<file path="config.mk">
export PLATFORM = sky130hd
export DESIGN_NAME = dsram_like_bridge_flat
export DESIGN_NICKNAME = d
export VERILOG_FILES = /design/src/rtl/dsram_like_bridge_pkg.sv /design/src/rtl/dsram_like_bridge_if.sv /design/src/rtl/dsram_like_bridge_size_dec.sv /design/src/rtl/dsram_like_bridge.sv /design/src/flat_wrapper.sv
export SDC_FILE = /design/constraint.sdc
export NUM_CORES = 1
export LEC_CHECK = 0
export CAP_MARGIN = 40
export CELL_PAD_IN_SITES_DETAIL_PLACEMENT = 1
export CELL_PAD_IN_SITES_GLOBAL_PLACEMENT = 2
export CORE_ASPECT_RATIO = 0.7
export CORE_MARGIN = 2
export CORE_UTILIZATION = 18
export DETAILED_ROUTE_END_ITERATION = 6
export GPL_TIMING_DRIVEN = 0
export PLACE_DENSITY = 0.83
export SYNTH_ARGS = -nofsm -noshare
export SYNTH_HDL_FRONTEND = slang
export SYNTH_SLANG_ARGS = --single-unit
</file>
<file path="constraint.sdc">
create_clock -name clk -period 1.4 [get_ports clk]
set_clock_uncertainty 0.15 [all_clocks]
set_input_delay 0.28 -clock clk [delete_from_list [all_inputs] [get_ports clk]]
set_output_delay 0.28 -clock clk [all_outputs]
set_load 0.02 [all_outputs]
</file>
<file path="src/rtl/dsram_like_bridge_pkg.sv">
// rtl/dsram_like_bridge_pkg.sv - shared state enum and bus size codes for the sram-like data bridge
package dsram_like_bridge_pkg;

  typedef enum logic [1:0] {
    IDLE = 2'd0,
    ADDR = 2'd1,
    DATA = 2'd2,
    DONE = 2'd3
  } state_t;

  localparam logic [1:0] SIZE_BYTE = 2'd0;
  localparam logic [1:0] SIZE_HALF = 2'd1;
  localparam logic [1:0] SIZE_WORD = 2'd2;

endpackage

</file>
<file path="src/rtl/dsram_like_bridge_if.sv">
// rtl/dsram_like_bridge_if.sv - sram-like data bus between the bridge (master) and memory (slave)
interface dsram_like_bridge_if;
  logic        data_req;
  logic        data_wr;
  logic [1:0]  data_size;
  logic [31:0] data_addr;
  logic [31:0] data_wdata;
  logic        data_addr_ok;
  logic        data_data_ok;
  logic [31:0] data_rdata;

  modport master (
    output data_req, data_wr, data_size, data_addr, data_wdata,
    input  data_addr_ok, data_data_ok, data_rdata
  );

  modport slave (
    input  data_req, data_wr, data_size, data_addr, data_wdata,
    output data_addr_ok, data_data_ok, data_rdata
  );
endinterface

</file>
<file path="src/rtl/dsram_like_bridge_size_dec.sv">
// rtl/dsram_like_bridge_size_dec.sv - byte-enable to bus size / aligned low address decode
module dsram_size_dec
  import dsram_like_bridge_pkg::*;
(
  input  logic [3:0] wen,
  input  logic [1:0] addr_lo,
  output logic [1:0] size,
  output logic [1:0] aligned_lo,
  output logic       wr
);

  // The lane pattern alone determines the bus address low bits, so the
  // incoming low bits are deliberately not consulted.
  logic unused_addr_lo;
  assign unused_addr_lo = ^addr_lo;

  assign wr = |wen;

  // Map the byte-enable pattern to size and the address of its lowest lane
  always_comb begin
    size       = SIZE_WORD;
    aligned_lo = 2'b00;
    unique case (wen)
      4'b0001: begin size = SIZE_BYTE; aligned_lo = 2'b00; end
      4'b0010: begin size = SIZE_BYTE; aligned_lo = 2'b01; end
      4'b0100: begin size = SIZE_BYTE; aligned_lo = 2'b10; end
      4'b1000: begin size = SIZE_BYTE; aligned_lo = 2'b11; end
      4'b0011: begin size = SIZE_HALF; aligned_lo = 2'b00; end
      4'b1100: begin size = SIZE_HALF; aligned_lo = 2'b10; end
      default: begin size = SIZE_WORD; aligned_lo = 2'b00; end
    endcase
  end

endmodule

</file>
<file path="src/rtl/dsram_like_bridge.sv">
// rtl/dsram_like_bridge.sv - stalls the CPU data port across one sram-like bus transaction
module dsram_like_bridge
  import dsram_like_bridge_pkg::*;
(
  input  logic                      clk,
  input  logic                      rst,
  input  logic                      cpu_en,
  input  logic [3:0]                cpu_wen,
  input  logic [31:0]               cpu_addr,
  input  logic [31:0]               cpu_wdata,
  input  logic                      cpu_longest_stall,
  output logic [31:0]               cpu_rdata,
  output logic                      cpu_stall,
  dsram_like_bridge_if.master       bus
);

  state_t      state;
  state_t      state_next;

  logic [31:0] addr_q;
  logic [31:0] wdata_q;
  logic [1:0]  size_q;
  logic        wr_q;
  logic [31:0] rdata_q;

  logic [1:0]  dec_size;
  logic [1:0]  dec_lo;
  logic        dec_wr;

  logic        accept;

  dsram_size_dec u_size_dec (
    .wen        (cpu_wen),
    .addr_lo    (cpu_addr[1:0]),
    .size       (dec_size),
    .aligned_lo (dec_lo),
    .wr         (dec_wr)
  );

  // A new CPU access is only taken from IDLE; inputs elsewhere are ignored
  assign accept = (state == IDLE) && cpu_en;

  // State register
  always_ff @(posedge clk) begin
    if (rst) begin
      state <= IDLE;
    end else begin
      state <= state_next;
    end
  end

  // Next-state logic: one outstanding transaction, held in DONE while the pipe is frozen
  always_comb begin
    state_next = state;
    unique case (state)
      IDLE: if (cpu_en)             state_next = ADDR;
      ADDR: if (bus.data_addr_ok)   state_next = DATA;
      DATA: if (bus.data_data_ok)   state_next = DONE;
      DONE: if (!cpu_longest_stall) state_next = IDLE;
      default:                      state_next = IDLE;
    endcase
  end

  // FSM outputs: request only in ADDR, stall until the response has landed
  always_comb begin
    bus.data_req = (state == ADDR);
    cpu_stall    = !rst && (accept || (state == ADDR) || (state == DATA));
  end

  // Request capture on acceptance and read-data capture on the response beat
  always_ff @(posedge clk) begin
    if (rst) begin
      addr_q  <= 32'd0;
      wdata_q <= 32'd0;
      size_q  <= 2'd0;
      wr_q    <= 1'b0;
      rdata_q <= 32'd0;
    end else begin
      if (accept) begin
        addr_q  <= {cpu_addr[31:2], dec_lo};
        wdata_q <= cpu_wdata;
        size_q  <= dec_size;
        wr_q    <= dec_wr;
      end
      if ((state == DATA) && bus.data_data_ok && !wr_q) begin
        rdata_q <= bus.data_rdata;
      end
    end
  end

  assign bus.data_wr    = wr_q;
  assign bus.data_size  = size_q;
  assign bus.data_addr  = addr_q;
  assign bus.data_wdata = wdata_q;
  assign cpu_rdata      = rdata_q;

endmodule

</file>
<file path="src/flat_wrapper.sv">
// flat-port wrapper written by rule: the top's interface ports become plain ports
module dsram_like_bridge_flat import dsram_like_bridge_pkg::*;
  (clk, rst, cpu_en, cpu_wen, cpu_addr, cpu_wdata, cpu_longest_stall, cpu_rdata, cpu_stall, bus_data_req, bus_data_wr, bus_data_size, bus_data_addr, bus_data_wdata, bus_data_addr_ok, bus_data_data_ok, bus_data_rdata);
  dsram_like_bridge_if bus_i ();
  input  logic clk;
  input  logic rst;
  input  logic cpu_en;
  input  logic [3:0] cpu_wen;
  input  logic [31:0] cpu_addr;
  input  logic [31:0] cpu_wdata;
  input  logic cpu_longest_stall;
  output logic [31:0] cpu_rdata;
  output logic cpu_stall;
  output wire logic [$bits(bus_i.data_req)-1:0] bus_data_req;
  output wire logic [$bits(bus_i.data_wr)-1:0] bus_data_wr;
  output wire logic [$bits(bus_i.data_size)-1:0] bus_data_size;
  output wire logic [$bits(bus_i.data_addr)-1:0] bus_data_addr;
  output wire logic [$bits(bus_i.data_wdata)-1:0] bus_data_wdata;
  input wire logic [$bits(bus_i.data_addr_ok)-1:0] bus_data_addr_ok;
  input wire logic [$bits(bus_i.data_data_ok)-1:0] bus_data_data_ok;
  input wire logic [$bits(bus_i.data_rdata)-1:0] bus_data_rdata;
  assign bus_data_req = bus_i.data_req;
  assign bus_data_wr = bus_i.data_wr;
  assign bus_data_size = bus_i.data_size;
  assign bus_data_addr = bus_i.data_addr;
  assign bus_data_wdata = bus_i.data_wdata;
  assign bus_i.data_addr_ok = bus_data_addr_ok;
  assign bus_i.data_data_ok = bus_data_data_ok;
  assign bus_i.data_rdata = bus_data_rdata;
  dsram_like_bridge u_core (.clk(clk), .rst(rst), .cpu_en(cpu_en), .cpu_wen(cpu_wen), .cpu_addr(cpu_addr), .cpu_wdata(cpu_wdata), .cpu_longest_stall(cpu_longest_stall), .cpu_rdata(cpu_rdata), .cpu_stall(cpu_stall), .bus(bus_i));
endmodule
</file>
After elaboration in Yosys (flattened, before gate mapping)

Cells that the tools add are included.

Memories: 0
Bits in writable memories: 0
Input port bits: 106
Logic and storage cells: 40
Output and inout bits: 101
Latch bits: 0
Bits in registers: 101
Bits in read-only memories: 0

Multipliers: 0
Multiplexer cells: 7
Order comparisons: 0
Reductions and logical operators: 14
Eq/ne operators: 13
Bitwise gates (word level): 0
Add/subtract/negate cells: 0
Shift operators: 0
Div/mod/pow operators: 0

Operators by type and width:

| cell                 | number |
|---|---|
| $eq A4 B2 Y1 const B | 2 |
| $eq A4 B4 Y1 const B | 2 |
| $mux W2              | 4 |
| $pmux W2 S4          | 1 |
| $reduce_or A4 Y1     | 2 |
| $ne A2 B2 Y1 const B | 3 |
| $pmux W2 S3          | 1 |
| $eq A2 B2 Y1 const B | 2 |
| $eq A4 B1 Y1 const B | 1 |
| $eq A4 B3 Y1 const B | 1 |
| $logic_and A1 B1 Y1  | 4 |
| $pmux W2 S2          | 1 |
| $reduce_and A4 Y1    | 1 |
| $reduce_or A2 Y1     | 2 |
| $eq A2 B1 Y1 const B | 1 |
| $logic_not A1 Y1     | 2 |
| $logic_not A2 Y1     | 1 |
| $logic_or A1 B1 Y1   | 2 |
| $ne A2 B1 Y1 const B | 1 |

Depth between registers and ports, before layout

Gate-level depths: netlist (run 1).

Depth in word-level cells: 5
Gate-level depth with buffers: 7

Cells and area by module

A second synthesis (run 1) with hierarchy kept.

Cells, all modules: 462
Area total of the unflattened synthesis: 3713.6 µm²

Modules (own cells, without submodules):

| module            | instances | area each (µm²) | sequential area each (µm²) | cells each |
|---|---|---|---|---|
| dsram_like_bridge | 1         | 3649.8          | 2021.9                     | 453 |
| dsram_size_dec    | 1         | 63.8            | 0.0                        | 9 |

Worst setup path after synthesis (run 1)

Ideal clock, no wire load.

Path kind: flip-flop to output port
Start point: register u_core.state[0]
End point: output port cpu_stall
Slack: -0.302 ns
Path buffers: 1
Stages on the path, launching flop included: 6
Required time: 0.970 ns
Data arrival time: 1.272 ns
Cell sequence: dfxtp_1 -> inv_1 -> ha_1 -> nand2_1 -> clkbuf_1 -> a21oi_1

Cells in the longest elaborated chain, start to end: 5
Elaborated cells on any way between the ends: 7
Those cells by class: 2 x eq/ne; 5 x reduce/logical

RTL lines:

| element                 | RTL line                | source |
|---|---|---|
| start, declared         | dsram_like_bridge.sv:17 | `state_t state;` |
| start signal, assigned  | dsram_like_bridge.sv:48 | `state <= state_next;` |
| $logic_not A2 Y1        | dsram_like_bridge.sv:41 | `assign accept = (state == IDLE) && cpu_en;` |
| $logic_and A1 B1 Y1     | dsram_like_bridge.sv:41 |  |
| $logic_or A1 B1 Y1      | dsram_like_bridge.sv:67 | `cpu_stall = !rst && (accept \|\| (state == ADDR) \|\| (state == DATA));` |
| $logic_or A1 B1 Y1 (*)  | dsram_like_bridge.sv:67 |  |
| $logic_and A1 B1 Y1 (*) | dsram_like_bridge.sv:67 |  |
| end, declared           | flat_wrapper.sv:13      | `output logic cpu_stall;` |

Mark *: on every way between the ends. The rest lies on a longest branch, timed or not.

Worst setup path in the final report (run 1)

Same ends and word-level chain as after synthesis.

==> results.json, run 1 <==
{
  "status": "finished with violations",
  "violations": "setup timing",
  "hold_buffers": 0,
  "grt_usage": 0.1318,
  "num_vias": 3935,
  "min_to": "u_core.state[1]",
  "total_power_mw": 11.19,
  "final_common_cell": "nand2_1",
  "grt_overflow_total": 0,
  "syn_area_per_cell_um2": 7.967,
  "clock_power_share": 0.232,
  "setup-tns-final_ns": -18.00,
  "final_cells": 970,
  "r2r-start": "u_core.state[0]",
  "crit_arrival_ns": 1.39,
  "required_ns": 0.97,
  "synthCells": 457,
  "tightest_slew_ns": 0.6709,
  "report.final.setup_viol": 102,
  "p_switching_mw": 4.001,
  "grt_pass1_vias": 3897,
  "die_w_um": 174.0,
  "cts_tree": "built",
  "wl_per_cell_um": 15.47,
  "comb_power_share": 0.445,
  "n_fill_cell": 2359,
  "initial_core_util": 0.1839,
  "row_count": 43,
  "ant_nets": 0,
  "dpl_cell_area_um2": 6128,
  "drive_above_1_share": 0.3714,
  "finalCritPeriodShare": 1.298,
  "cts_made_buffers": 9,
  "dieArea_um2": 21400,
  "place_ws_ns": -1.563,
  "ys_ff_latch": 101,
  "syn_to_final_growth_pct": 85.94,
  "drt_iter0_markers": 108,
  "h-tree-depth": 3,
  "hold_viol_final": 0,
  "routed_via_density": 4.057,
  "peakVddDrop_mv": 0.4993,
  "min_from": "rst",
  "start_kind": "flip-flop",
  "slowest_delay_ns": 0.37,
  "final_cell_mix": "nand2_1 (144), clkdlybuf4s50_1 (102), buf_2 (99), dfxtp_1 (99), a21oi_1 (69)",
  "cap_violations": 0,
  "synthDistinctLibCells": 26,
  "antenna_found_initial": 0,
  "port_buffers": 204,
  "r2r-end": "u_core.state[1]",
  "placed_cells": 931,
  "min_period_ns": 1.818,
  "worstRegToRegCells": 5,
  "clkTransAtPathRegs_ns": 0.07,
  "p_leak_nw": 2.777,
  "num-nets-final": 805,
  "gp_congestion": 0.7167,
  "endpoint_kind": "primary output",
  "cp_max_fo": 3,
  "worst_slack_ns": -0.4178,
  "grt_pass1_wl_mm": 21.75,
  "worstPathCellList": "inv_4 -> ha_4 -> nand2_4 -> clkbuf_16 -> a21oi_4 -> buf_6",
  "drt_wl_total_mm": 15.01,
  "whs_ns": 0.2030,
  "min_path_type": "in -> reg",
  "netSwitchingFraction": 0.3577,
  "cts_sinks": 101,
  "antenna_cells": 0,
  "firstDrtPassIters": 4,
  "synth_area_um2": 3641,
  "ys_warn_count": 0,
  "slew_headroom": 0.5527,
  "num_io_pins": 207,
  "seq_power_share": 0.323,
  "design_area_um2": 6770,
  "worstHoldPathCells": 3,
  "ys_seq_area_frac": 0.5553,
  "grt_max_degree": 18,
  "dpl.hpwl_mm": 10.33,
  "core_um2": 19800,
  "clockBufferDepth": 2,
  "syn_nets": 567,
  "r2r_slack_ns": -0.25,
  "drv_slew": 0,
  "clock_latency_ns": 0.35,
  "root_buffer": "clkbuf_16",
  "drc": 0,
  "intPower_mw": 7.186,
  "crit_type": "reg -> out",
  "dieHeight_um": 123.0,
  "final_util": 0.3419,
  "pwr_density_cell_nw_per_um2": 1652,
  "fmax_mhz": 550.1,
  "cp_slowest_cell": "dfxtp_4",
  "rsz0062_at_grt": "yes"
}
power groups by stage:
| stage | clock network (mW) | registers (mW) | logic [mW] |
|---|---|---|---|
| after detailed placement | 0 | 3.66 | 3.79 |
| after floorplan | 0 | 4.16 | 1.52 |
| after CTS | 2.74 | 3.58 | 3.88 |
| final | 2.60 | 3.61 | 4.98 |
| after global placement | 0 | 3.65 | 3.77 |
| after global routing | 2.87 | 3.67 | 5.40 |
synth_stat cells:
cell type / n / area (um2)
buf_2: 12 / 60.06
clkbuf_1: 19 / 71.32
nand2_1: 192 / 720.7
a2111oi_4: 1 / 27.53
nand3b_1: 1 / 7.510
inv_1: 2 / 7.510
or4_4: 1 / 11.26
dfxtp_1: 101 / 2022
o21bai_1: 1 / 7.510
nand2b_1: 3 / 18.77
xnor2_1: 1 / 8.760
buf_1: 1 / 3.750
a311oi_1: 1 / 8.760
and3b_1: 1 / 8.760
o22ai_1: 1 / 6.260
a21oi_2: 1 / 8.760
a21o_1: 1 / 7.510
nor2_1: 5 / 18.77
nor3_1: 2 / 10.01
and2_1: 1 / 6.260
a21oi_1: 97 / 485.5
or4_1: 2 / 15.01
mux2i_1: 2 / 20.02
ha_1: 4 / 50.05
nor4bb_1: 1 / 10.01
nor2b_1: 3 / 18.77
worst max-delay path: cells and delay by family, from the launching register on:
family / cells / cell delay (ns)
AOI/OAI and AO/OA: 1 / 0.11
buffers and inverters: 3 / 0.35
and+or+nand+nor: 1 / 0.07
adders and majority gates: 1 / 0.14
DFF: 1 / 0.37
routing by layer:
layer | wire length, um | global-route usage | share of wire
met2 | 6628 | 0.1990 | 0.44
met3 | 1025 | 0.04920 | 0.068
met1 | 7176 | 0.1749 | 0.48
met5 | 0 | 0 | 0
met4 | 176 | 0.04097 | 0.012
cell type report:
class	count	area, um2	share of cell area
flip-flops and latches	101	2029	0.2998
repair buffers	227	1917	0.2831
plain buffers	32	359.1	0.05304
clock inverters	7	73.82	0.01090
clock buffers	9	225.2	0.03327
well taps	270	337.8	0.04990
inverters	2	12.51	0.001848
multi-input cells	322	1815	0.2682
logic make-up after synthesis:
family	synth area share
and+or+nand+nor	0.2323
AOI/OAI and AO/OA	0.1516
DFF	0.5553
buffers and inverters	0.03918
adders and majority gates	0.01375
muxes	0.005499
xor gates and xnor gates	0.002406
flip-flops by register name, summed over array words and instances (netlist names):
signal and cells:
u_core.bus.data_wdata 32, u_core.bus.data_size 2, u_core.bus.data_wr 1, u_core.bus.data_addr 32, u_core.state 2, u_core.cpu_rdata 32
what timing repair did:
| item | in CTS | in global routing |
|---|---|---|
| endpoints found under the setup margin | 200 | 115 |
| resized for setup | 426 | 142 |
| pin swaps | 2 | 24 |
| setup buffers | 7 | 8 |
| cloned | 1 | 7 |
worst max path at each step:
stage | from | end | slack [ns] | cells after the start
floorplan | u_core.state[1] | u_core.state[1] | -0.08 | 5
global placement | rst | cpu_stall | -1.60 | 5
detailed placement | rst | cpu_stall | -1.56 | 5
CTS | u_core.state[1] | cpu_stall | -0.48 | 6
global route | u_core.state[0] | cpu_stall | -0.49 | 6
finish | u_core.state[0] | cpu_stall | -0.42 | 6
Power figures use the tool's default switching activity.
==> run 2: changes to the inputs <==
Settings changed: SETUP_SLACK_MARGIN set to 0.02.
==> run 2 against run 1 <==
  * First-iteration DRC count rose by 49%
  * Combinational power increased by 5.2%
  * The run still ends with setup timing left
  * Utilization increased by 1.3 points
  * Routed wire length decreased by 1.0%
  * Design area is 3.9% higher
  * Global-route usage increased by 0.41 points
  * Non-clock buffer count stayed put
  * Highest routed layer unchanged
  * Maximum frequency is 0.35% lower
  * Count of clock-buffer cells in the layout grew 3
  * Final cell count is the same
==> results.json, run 2 (synthesis gave the netlist of run 1 again) <==
{
  "status": "finished with violations",
  "violations": "setup timing",
  "drt_wl_total_mm": 14.85,
  "gp_congestion": 0.7317,
  "dieArea_um2": 21400,
  "rsz0062_at_grt": "yes",
  "final_cells": 970,
  "cp_max_fo": 4,
  "drc": 0,
  "die_w_um": 174.0,
  "pwr_density_cell_nw_per_um2": 1663,
  "min_period_ns": 1.824,
  "min_path_type": "in -> reg",
  "clockBufferDepth": 2,
  "whs_ns": 0.1910,
  "row_count": 43,
  "slowest_delay_ns": 0.37,
  "endpoint_kind": "primary output",
  "ant_nets": 0,
  "cts_made_buffers": 9,
  "routed_via_density": 4.056,
  "grt_max_degree": 17,
  "slew_headroom": 0.6531,
  "antenna_found_initial": 0,
  "worstPathCellList": "inv_4 -> ha_4 -> nand2_4 -> clkbuf_16 -> a21oi_4 -> buf_6",
  "cap_violations": 0,
  "cts_sinks": 101,
  "grt_usage": 0.1359,
  "place_ws_ns": -1.604,
  "crit_type": "reg -> out",
  "fmax_mhz": 548.2,
  "tightest_slew_ns": 0.5204,
  "design_area_um2": 7036,
  "dpl_cell_area_um2": 6152,
  "clock_latency_ns": 0.35,
  "antenna_cells": 0,
  "crit_arrival_ns": 1.39,
  "dpl.hpwl_mm": 10.22,
  "drive_above_1_share": 0.4143,
  "required_ns": 0.97,
  "hold_viol_final": 0,
  "h-tree-depth": 3,
  "multi_input_area_um2": 2023,
  "finalCritPeriodShare": 1.303,
  "p_leak_nw": 2.993,
  "grt_pass1_wl_mm": 22.29,
  "seqCellArea_um2": 2031,
  "port_buffers": 204,
  "num-nets-final": 805,
  "num_io_pins": 207,
  "drt_iter0_markers": 161,
  "root_buffer": "clkbuf_16",
  "final_cell_mix": "nand2_1 (129), clkdlybuf4s50_1 (102), buf_2 (99)",
  "final_common_cell": "nand2_1",
  "placed_cells": 931,
  "cp_slowest_cell": "dfxtp_4",
  "grt_pass1_vias": 3911,
  "drv_slew": 0,
  "start_kind": "flip-flop",
  "num_vias": 3934,
  "cts_tree": "built",
  "grt_overflow_total": 0,
  "initial_core_util": 0.1839,
  "n_fill_cell": 2347,
  "report.final.setup_viol": 103,
  "worst_slack_ns": -0.4241,
  "peakVddDrop_mv": 0.6604,
  "firstDrtPassIters": 4,
  "dieHeight_um": 123.0,
  "clkTransAtPathRegs_ns": 0.07,
  "wl_per_cell_um": 15.31,
  "core_um2": 19800,
  "syn_to_final_growth_pct": 93.23
}
==> run 2: final cells by class <==
cell class / count / area share
clock buffers: 12 / 0.03806
clock inverters: 4 / 0.01103
flip-flops and latches: 101 / 0.2886
plain buffers: 31 / 0.04837
well taps: 270 / 0.04802
multi-input cells: 322 / 0.2876
inverters: 2 / 0.001778
repair buffers: 228 / 0.2765
==> run 2: where the power goes <==
part | switching, mW | internal, mW | total [mW]
clock | 1.14 | 1.73 | 2.87
sequential | 0.240 | 3.35 | 3.59
combinational | 2.74 | 2.50 | 5.24
total | 4.12 | 7.58 | 11.7
==> run 2: critical path, delay by kind of cell (launching register included) <==
kind / cells / cell delay, ns
DFF: 1 / 0.37
buffers and inverters: 3 / 0.36
adders and majority gates: 1 / 0.14
AOI/OAI and AO/OA: 1 / 0.11
and+or+nand+nor: 1 / 0.07
==> run 2: routing by layer <==
| metal | vias up | wire length [um] | global-route usage |
|---|---|---|---|
| li1 | 1964 | - | - |
| met1 | 1837 | 7338 | 0.1841 |
| met2 | 119 | 6336 | 0.2042 |
| met3 | 14 | 964 | 0.04582 |
| met4 | 0 | 212 | 0.04254 |
| met5 | - | 0 | 0 |
==> run 2: worst paths after layout <==
kind	from	to	slack, ns	cells past startpoint
setup reg to reg	u_core.state[1]	u_core.bus.data_wdata[3]	-0.40	10
hold reg to reg	u_core.bus.data_wdata[20]	u_core.bus.data_wdata[20]	0.30	2
hold / removal	rst	u_core.state[0]	0.19	3
setup / recovery	u_core.state[1]	cpu_stall	-0.42	6
==> run 2: metrics by stage <==
stage	power [mW]	utilization	TNS [ns]
after floorplan	5.712	-	-0.3697
after global placement	7.446	0.3107	-87.90
after detailed placement	7.484	0.3107	-86.40
after CTS	11.21	0.3327	-29.39
after global routing	12.42	0.3553	-34.17
final	11.70	0.3553	-26.82
==> run 2: timing repair <==
item | in CTS | in global routing
gates resized for setup | 519 | 112
buffers inserted | 11 | 7
hold buffers | 0 | 0
pin swaps | 19 | 17
setup endpoints to repair | 200 | 106
gates cloned | 5 | 4
endpoints found under the hold margin | 0 | 0
